===== config.mk =====
export PLATFORM = sky130hd
export DESIGN_NAME = serial_frame_rx
export DESIGN_NICKNAME = d
export VERILOG_FILES = /design/src/rtl/serial_frame_rx_pkg.sv /design/src/rtl/serial_frame_rx_sync_fifo.sv /design/src/rtl/serial_frame_rx.sv
export SDC_FILE = /design/constraint.sdc
export NUM_CORES = 1
export LEC_CHECK = 0
export BUFFER_PORTS_ARGS = -buffer_cell sky130_fd_sc_hd__clkbuf_2
export CAP_MARGIN = 20
export CORE_MARGIN = 2
export CORE_UTILIZATION = 45
export DETAILED_ROUTE_END_ITERATION = 8
export MAX_ROUTING_LAYER = met4
export SYNTH_ARGS = -nofsm -noshare
export SYNTH_HDL_FRONTEND = slang
export SYNTH_SLANG_ARGS = --single-unit

===== constraint.sdc =====
create_clock -name clk -period 3.5 [get_ports clk]
set_input_delay 0.35 -clock clk [delete_from_list [all_inputs] [get_ports clk]]
set_output_delay 0.35 -clock clk [all_outputs]
set_load 0.1 [all_outputs]

===== src/rtl/serial_frame_rx_pkg.sv =====
// serial_frame_rx_pkg: shared types for the serial frame receiver.
package serial_frame_rx_pkg;

    typedef enum logic [1:0] {HUNT, DATA, CHECK} rx_state_t;

endpackage


===== src/rtl/serial_frame_rx_sync_fifo.sv =====
// sync_fifo: registered-storage FIFO with extra-bit pointers for full/empty.
module sync_fifo #(
    parameter int W     = 9,
    parameter int DEPTH = 4
) (
    input  logic         clk,
    input  logic         rst,
    input  logic         push,
    input  logic         pop,
    input  logic [W-1:0] din,
    output logic [W-1:0] dout,
    output logic         full,
    output logic         empty
);

    localparam int AW = $clog2(DEPTH);

    logic [W-1:0] mem [DEPTH];
    logic [AW:0]  wp, rp;
    logic         do_push, do_pop;

    assign empty   = wp == rp;
    assign full    = (wp[AW] != rp[AW]) && (wp[AW-1:0] == rp[AW-1:0]);
    assign do_pop  = pop && !empty;
    // a full FIFO still takes a word when the head leaves on the same edge
    assign do_push = push && (!full || do_pop);
    assign dout    = mem[rp[AW-1:0]];

    always_ff @(posedge clk or negedge rst) begin
        if (!rst) begin
            wp  <= '0;
            rp  <= '0;
            mem <= '{default: '0};
        end else begin
            if (do_push) begin
                mem[wp[AW-1:0]] <= din;
                wp              <= wp + 1'b1;
            end
            if (do_pop)
                rp <= rp + 1'b1;
        end
    end

endmodule


===== src/rtl/serial_frame_rx.sv =====
// serial_frame_rx: hunts a sync word in a serial stream, assembles payload
// words and buffers them behind a valid/ready interface.
module serial_frame_rx
    import serial_frame_rx_pkg::*;
#(
    parameter int               WIDTH       = 8,
    parameter logic [WIDTH-1:0] SYNC_WORD   = 8'hA5,
    parameter int               FRAME_WORDS = 4,
    parameter int               FIFO_DEPTH  = 4
) (
    input  logic             clk,
    input  logic             rst,
    input  logic             in,
    input  logic             in_en,
    output logic [WIDTH-1:0] out_data,
    output logic             out_sof,
    output logic             out_valid,
    input  logic             out_ready,
    output logic             locked,
    output logic             overflow
);

    localparam int BW = $clog2(WIDTH);
    localparam int CW = FRAME_WORDS > 1 ? $clog2(FRAME_WORDS) : 1;

    typedef struct packed {
        logic             sof;
        logic [WIDTH-1:0] data;
    } rx_word_t;

    rx_state_t        state, state_nxt;
    logic [WIDTH-1:0] sh, sh_nxt;
    logic [BW-1:0]    bit_cnt, bit_nxt;
    logic [CW-1:0]    word_cnt, word_nxt;
    logic             last_bit, push, pop, full, empty;
    rx_word_t         push_word, head;

    assign sh_nxt   = {sh[WIDTH-2:0], in};
    assign last_bit = bit_cnt == BW'(WIDTH - 1);

    always_comb begin
        state_nxt = state;
        bit_nxt   = bit_cnt;
        word_nxt  = word_cnt;
        push      = 1'b0;
        push_word = '{sof: word_cnt == '0, data: sh_nxt};
        if (in_en) begin
            case (state)
                HUNT: if (sh_nxt == SYNC_WORD) begin
                    state_nxt = DATA;
                    bit_nxt   = '0;
                    word_nxt  = '0;
                end
                DATA: begin
                    bit_nxt = last_bit ? '0 : bit_cnt + 1'b1;
                    if (last_bit) begin
                        push      = 1'b1;
                        word_nxt  = word_cnt + 1'b1;
                        if (word_cnt == CW'(FRAME_WORDS - 1)) begin
                            state_nxt = CHECK;
                            word_nxt  = '0;
                        end
                    end
                end
                CHECK: begin
                    bit_nxt = last_bit ? '0 : bit_cnt + 1'b1;
                    // a missing trailing sync word drops lock; no word is pushed
                    if (last_bit)
                        state_nxt = sh_nxt == SYNC_WORD ? DATA : HUNT;
                end
                default: state_nxt = HUNT;
            endcase
        end
    end

    always_ff @(posedge clk or negedge rst) begin
        if (!rst) begin
            state    <= HUNT;
            sh       <= '0;
            bit_cnt  <= '0;
            word_cnt <= '0;
            overflow <= 1'b0;
        end else begin
            state    <= state_nxt;
            bit_cnt  <= bit_nxt;
            word_cnt <= word_nxt;
            if (in_en)
                sh <= sh_nxt;
            if (push && full && !pop)
                overflow <= 1'b1;
        end
    end

    assign pop       = out_valid && out_ready;
    assign out_valid = !empty;
    assign out_data  = head.data;
    assign out_sof   = head.sof;
    assign locked    = state != HUNT;

    sync_fifo #(
        .W     (WIDTH + 1),
        .DEPTH (FIFO_DEPTH)
    ) u_fifo (
        .clk   (clk),
        .rst   (rst),
        .push  (push),
        .pop   (pop),
        .din   (push_word),
        .dout  (head),
        .full  (full),
        .empty (empty)
    );

endmodule

==> results of run 1 <==
through the flow:
stage	utilization (%)	setup slack (ps)	hold slack [ps]	power [mW]	area, um2
CTS	52.7	868	150	2.25	3140
detailed placement	49.6	1220	465	1.67	2950
finish	52.7	923	130	2.23	3140
global placement	49.6	1240	464	1.62	2950
global route	52.7	751	188	2.36	3140
floorplan	-	1370	54.4	1.51	2790
worst paths after layout:
| check | start | end | cells past startpoint |
|---|---|---|---|
| max in group asynchronous | rst | state[1]$_DFFE_PN0P_ | 2 |
| worst min-delay path | rst | u_fifo.mem[1]$_DFFE_PN0P_ | 1 |
| min in group clk | out_ready | u_fifo.rp[2]$_DFFE_PN0P_ | 3 |
| worst max-delay path | u_fifo.rp[0]$_DFFE_PN0P_ | out_valid | 4 |
| worst max register to register | u_fifo.rp[0]$_DFFE_PN0P_ | u_fifo.mem[7]$_DFFE_PN0P_ | 4 |
| worst min register to register | overflow$_DFFE_PN0P_ | overflow$_DFFE_PN0P_ | 1 |
placed cells by master, fill, tap and decap left out, types with 4 or more instances in the layout:
| cell | instances |
|---|---|
| sky130_fd_sc_hd__clkinv_2 | 4 |
| sky130_fd_sc_hd__clkbuf_2 | 16 |
| sky130_fd_sc_hd__nand3_4 | 4 |
| sky130_fd_sc_hd__clkbuf_8 | 9 |
| sky130_fd_sc_hd__xnor2_1 | 6 |
| sky130_fd_sc_hd__nand2_1 | 9 |
| sky130_fd_sc_hd__dfrtp_1 | 57 |
| sky130_fd_sc_hd__mux2_2 | 46 |
| sky130_fd_sc_hd__mux4_2 | 9 |
| sky130_fd_sc_hd__ha_1 | 14 |
| sky130_fd_sc_hd__inv_1 | 7 |
cell type report:
| type | instances | area (um2) | area share, % |
|---|---|---|---|
| Clock buffer | 10 | 128 | 4.07 |
| Inverter | 7 | 26.3 | 0.837 |
| Clock inverter | 6 | 58.8 | 1.87 |
| Multi-Input combinational cell | 121 | 1320 | 42.0 |
| Tap cell | 75 | 93.8 | 2.99 |
| Sequential cell | 57 | 1430 | 45.5 |
| Timing Repair Buffer | 17 | 87.6 | 2.79 |
state kept, by name, indices dropped and copies added (netlist names):
signal      cells
state           2
word_cnt        2
u_fifo.rp       3
sh              7
u_fifo.mem     36
bit_cnt         3
u_fifo.wp       3
overflow        1
logic make-up after synthesis:
family	count (synthesis)	share of synthesized area, %
mux	56	26.4
fa+ha+maj	14	6.28
buf+inv	11	1.66
xor+xnor	7	2.47
compound gates	13	3.27
flops	57	51.1
simple gates	31	8.83
cells in the mapped netlist (all sizes together) (2+ instances only):
cell type   n
inv         7
a22o        2
ha         14
and3        3
mux4        9
and4bb      2
nor2b       2
o21ai       3
nand3       6
mux2       47
o211ai      2
xnor2       6
nand4       2
buf         3
dfrtp      57
nand2       9
power breakdown:
part | internal [mW] | switching, mW
Combinational | 0.274 | 0.442
Sequential | 0.768 | 0.167
Clock | 0.324 | 0.251
per-layer routing:
metal	track usage [%]	share of wire (%)	up-vias
li1	-	-	745
met1	21.3	43	828
met2	30.0	53	30
met3	3.59	3.5	6
met4	8.03	0.85	0
met5	-	0	-
critical path, cell delays in order (launching register included):
cell,delay [ps]
sky130_fd_sc_hd__dfrtp_1,830
sky130_fd_sc_hd__xnor2_1,270
sky130_fd_sc_hd__nand2_1,130
sky130_fd_sc_hd__or2_2,300
sky130_fd_sc_hd__clkbuf_2,370
==> impl_metrics.json, run 1 <==
{
  "cts_repair_resize_count": 0,
  "syn_to_final_growth_pct": 12.5,
  "yosysTopAreaCell": "sky130_fd_sc_hd__dfrtp_1",
  "grt_first_pass_wirelength_um": 8610,
  "timing.hold.worst.class": "primary input to async pin",
  "cts.root.buffer_cell": "sky130_fd_sc_hd__clkbuf_8",
  "finalCriticalPeriod_ps": 2580,
  "synth_top_cell_area_share_pct": 51.1,
  "synth.yosys.warnings": 0,
  "ff2ff_setup_slack_ps": 1390,
  "timing_worst_slew_pin_value_ps": 879,
  "final_hold_viol_count": 0,
  "clockBufferDepth": 2,
  "grt_start_max_net_pins": 37,
  "clk-insertion-delay-late_ps": 330,
  "final-instance-count-excl-fill": 293,
  "cellLeakagePower_nw": 1.53,
  "io_pins": 17,
  "crit_path_end_kind": "primary output",
  "postSynth.topFlopCell": "sky130_fd_sc_hd__dfrtp_1",
  "num_cts_buffers": 9,
  "drtPass1Iterations": 4,
  "setup_total_negative_slack_ps": 0,
  "clock_skew_ps": 4.88,
  "io_buffer_count": 16,
  "fp.dieArea_um2": 6850,
  "crit_path_category": "flip-flop to primary output",
  "fin_crit_sh_pct": 73.6,
  "placementRows": 28,
  "grt.overflow.total": 0,
  "core_area_um2": 5960,
  "peakVddDrop_mv": 0.519,
  "cts.reportedPaths.clkPinSlew_ps": 60,
  "synth_edf_count": 0,
  "hold_bufs_inserted_after_cts": 0,
  "cap_viol_max_count": 0,
  "drive_above_1_share_pct": 45.0,
  "drt_first_iter_violations": 93,
  "nFillCells": 510,
  "wl_per_cell_um": 17.7,
  "cts_htree_levels": 3,
  "maxSlewViolCount": 0,
  "start_util_pct": 46.8,
  "synthCells": 189,
  "placed_cells": 277,
  "die_w_um": 82.7,
  "grt_util_all_layers_pct": 18.1,
  "synth.top_cells.by_area": "sky130_fd_sc_hd__dfrtp_1 51%, sky130_fd_sc_hd__mux2_2 19%, sky130_fd_sc_hd__mux4_2 7.3%",
  "syn_nets": 208,
  "seq_area_frac_synth_pct": 51.1,
  "run_status": "completed",
  "grt_setup_unrepaired": "no",
  "die_height_um": 82.7,
  "worst_slew_margin_rel_pct": 41.4,
  "grt_antenna_before_repair": 0,
  "start_kind": "flip-flop",
  "crit_arrival_ps": 2230,
  "route.detailed.vias_per_inst": 5.49,
  "drt.antenna.violating_nets": 0,
  "yosys.cell_types.count": 35,
  "p_per_area_nw_per_um2": 709,
  "ys_async_sr_fraction_pct": 100,
  "clock_sinks": 57,
  "maxClockFrequency_mhz": 388,
  "grt_pass1_vias": 1729,
  "postCtsSetupRepairBufs": 0,
  "timing.critical_path.fanout_max": 12,
  "cts_tree": "done",
  "final_net_count": 232,
  "total_routed_wirelength_um": 5200,
  "setup-violations-final": 0,
  "insertedDiodeCount": 0,
  "place.detailed.hpwl_um": 3600,
  "ys_seq_elements": 57,
  "gpl.final_weighted_congestion": 0.831,
  "cp.required_ps": 3150,
  "mappedNetlistArea_um2": 2790,
  "vias": 1609,
  "number_of_drc_violations_after_detailed_routing": 0,
  "avgSynthCellArea_um2": 14.8
}
Power figures use the tool's default switching activity.
==> run 2, diff against run 1 <==
clock period = 2.7 ns   (was 3.5 ns; I/O delays follow)
==> run 2 against run 1 <==
  * Wire length grew 0.48%
  * Cell count up 1.0%
  * Combinational power is 44% higher
  * Critical path depth down 1
  * Total power up 42%
  * Hold slack better by 130 ps
  * Critical endpoint is now out_data[4]
  * Highest routed layer unchanged
==> impl_metrics.json, run 2 (synthesis results as in run 1) <==
{
  "grt_pass1_vias": 1809,
  "route.detailed.vias_per_inst": 5.58,
  "clock_sinks": 57,
  "largest_register": "u_fifo.mem",
  "p_int_mw": 1.99,
  "clk-insertion-delay-late_ps": 330,
  "maxClockFrequency_mhz": 439,
  "layout.cell_area.non_filler_um2": 3230,
  "place.detailed.hpwl_um": 3660,
  "drtPass1Iterations": 4,
  "io_buffer_count": 16,
  "cellLeakagePower_nw": 1.57,
  "total_routed_wirelength_um": 5220,
  "cts_repair_resize_count": 0,
  "wl_per_cell_um": 17.6,
  "p_per_area_nw_per_um2": 978,
  "fin_util_pct": 54.2,
  "top_library_cells_by_usage_in_the_layout_fill_and_taps_aside": "57 x sky130_fd_sc_hd__dfrtp_1, 46 x sky130_fd_sc_hd__mux2_2, 16 x sky130_fd_sc_hd__clkbuf_2",
  "power_mw": 3.15,
  "power.combinational.fraction_pct": 32.5,
  "die_height_um": 82.7,
  "peakVddDrop_mv": 0.720,
  "drt_first_iter_violations": 92,
  "grt_antenna_before_repair": 0,
  "crit_arrival_ps": 2010,
  "timing.hold.worst.class": "primary input to flip-flop",
  "cap_viol_max_count": 0,
  "biggest_regs": "u_fifo.mem x36, sh x7",
  "core_area_um2": 5960,
  "io_pins": 17,
  "maxSlewViolCount": 0,
  "number_of_drc_violations_after_detailed_routing": 0,
  "fin_crit_sh_pct": 84.3,
  "crit_path_end_kind": "primary output",
  "die_w_um": 82.7,
  "num_cts_buffers": 9,
  "postCtsSetupRepairBufs": 0,
  "clock_skew_ps": 6.68,
  "setup-violations-final": 0,
  "placed_area_um2": 2970,
  "cp.required_ps": 2430,
  "fp.dieArea_um2": 6850,
  "layout_commonest_cell": "sky130_fd_sc_hd__dfrtp_1",
  "finalCriticalPeriod_ps": 2280,
  "hold_bufs_inserted_after_cts": 1,
  "timing_worst_slew_pin_value_ps": 560,
  "gpl.final_weighted_congestion": 0.878,
  "start_kind": "flip-flop",
  "grt_first_pass_wirelength_um": 8910,
  "grt_setup_unrepaired": "no",
  "cts_tree": "done",
  "grt_start_max_net_pins": 37,
  "clock_power_share_pct": 31.3,
  "cts_htree_levels": 3,
  "worst_slew_margin_rel_pct": 62.6,
  "run_status": "completed",
  "start_util_pct": 46.8,
  "setup_total_negative_slack_ps": 0,
  "syn_to_final_growth_pct": 15.6,
  "grt.overflow.total": 0,
  "cts.reportedPaths.clkPinSlew_ps": 70,
  "drt.antenna.violating_nets": 0,
  "crit_path_category": "flip-flop to primary output",
  "timing.critical_path.fanout_max": 8,
  "drive_above_1_share_pct": 45.7,
  "final_hold_viol_count": 0,
  "clockBufferDepth": 2,
  "switching_share_pct": 36.9,
  "insertedDiodeCount": 0,
  "sequential_share_of_power_pct": 36.2,
  "final_net_count": 235,
  "grt_util_all_layers_pct": 18.7,
  "cts.root.buffer_cell": "sky130_fd_sc_hd__clkbuf_8",
  "placementRows": 28,
  "vias": 1651,
  "ff2ff_setup_slack_ps": 720,
  "whs_ps": 261,
  "power.net_switching_mw": 1.16,
  "largest_register_ff_count": 36
}
## run 2: cell types whose count changed in the layout (fill, tap and decap cells not counted)
| cell | change |
|---|---|
| sky130_fd_sc_hd__clkbuf_1 | -1 |
| sky130_fd_sc_hd__bufinv_16 | +2 |
| sky130_fd_sc_hd__buf_4 | +2 |
| sky130_fd_sc_hd__inv_6 | +2 |
| sky130_fd_sc_hd__clkinv_2 | -4 |
| sky130_fd_sc_hd__clkinv_4 | +1 |
| sky130_fd_sc_hd__dlygate4sd3_1 | +1 |
## run 2: worst paths after layout
path,start,endpoint,depth (start not counted)
worst min register to register,overflow$_DFFE_PN0P_,overflow$_DFFE_PN0P_,1
max in group asynchronous,rst,u_fifo.mem[35]$_DFFE_PN0P_,3
min in group asynchronous,rst,u_fifo.rp[0]$_DFFE_PN0P_,2
worst min-delay path,out_ready,u_fifo.rp[2]$_DFFE_PN0P_,3
worst max register to register,state[1]$_DFFE_PN0P_,u_fifo.mem[32]$_DFFE_PN0P_,5
worst max-delay path,u_fifo.rp[0]$_DFFE_PN0P_,out_data[4],3
## run 2: cell type report
cell class | instances | area [um2]
fill | 515 | 2730
sequential | 57 | 1430
multi-input combinational | 121 | 1320
clock inverter | 7 | 125
clock buffer | 9 | 124
timing repair buffer | 20 | 113
tap | 75 | 93.8
inverter | 7 | 26.3
## run 2: power by group through the flow
stage	logic, mW	registers (mW)	clock network, mW
after floorplan	0.849	1.11	0
after global placement	0.990	1.14	0
after detailed placement	1.03	1.16	0
after CTS	1.04	1.15	1.01
after global routing	1.11	1.17	1.07
final	1.03	1.14	0.987
## run 2: metal layers
| metal | track usage (%) | part of all wire [%] | routed length [um] |
|---|---|---|---|
| met1 | 22.9 | 45 | 2330 |
| met2 | 29.0 | 50 | 2610 |
| met3 | 4.89 | 3.1 | 163 |
| met4 | 8.69 | 2.3 | 120 |
| met5 | - | 0 | 0 |
## run 2: per-stage QoR
| stage | instances | setup WS [ps] |
|---|---|---|
| floorplan | 189 | 570 |
| global placement | 279 | 791 |
| detailed placement | 279 | 739 |
| CTS | 296 | 372 |
| global route | 296 | 293 |
| finish | 296 | 424 |
## run 2: worst max-delay path, stage by stage (launching register included)
cell	delay, ps
sky130_fd_sc_hd__dfrtp_1	490
sky130_fd_sc_hd__buf_4	270
sky130_fd_sc_hd__mux4_2	530
sky130_fd_sc_hd__clkbuf_2	380
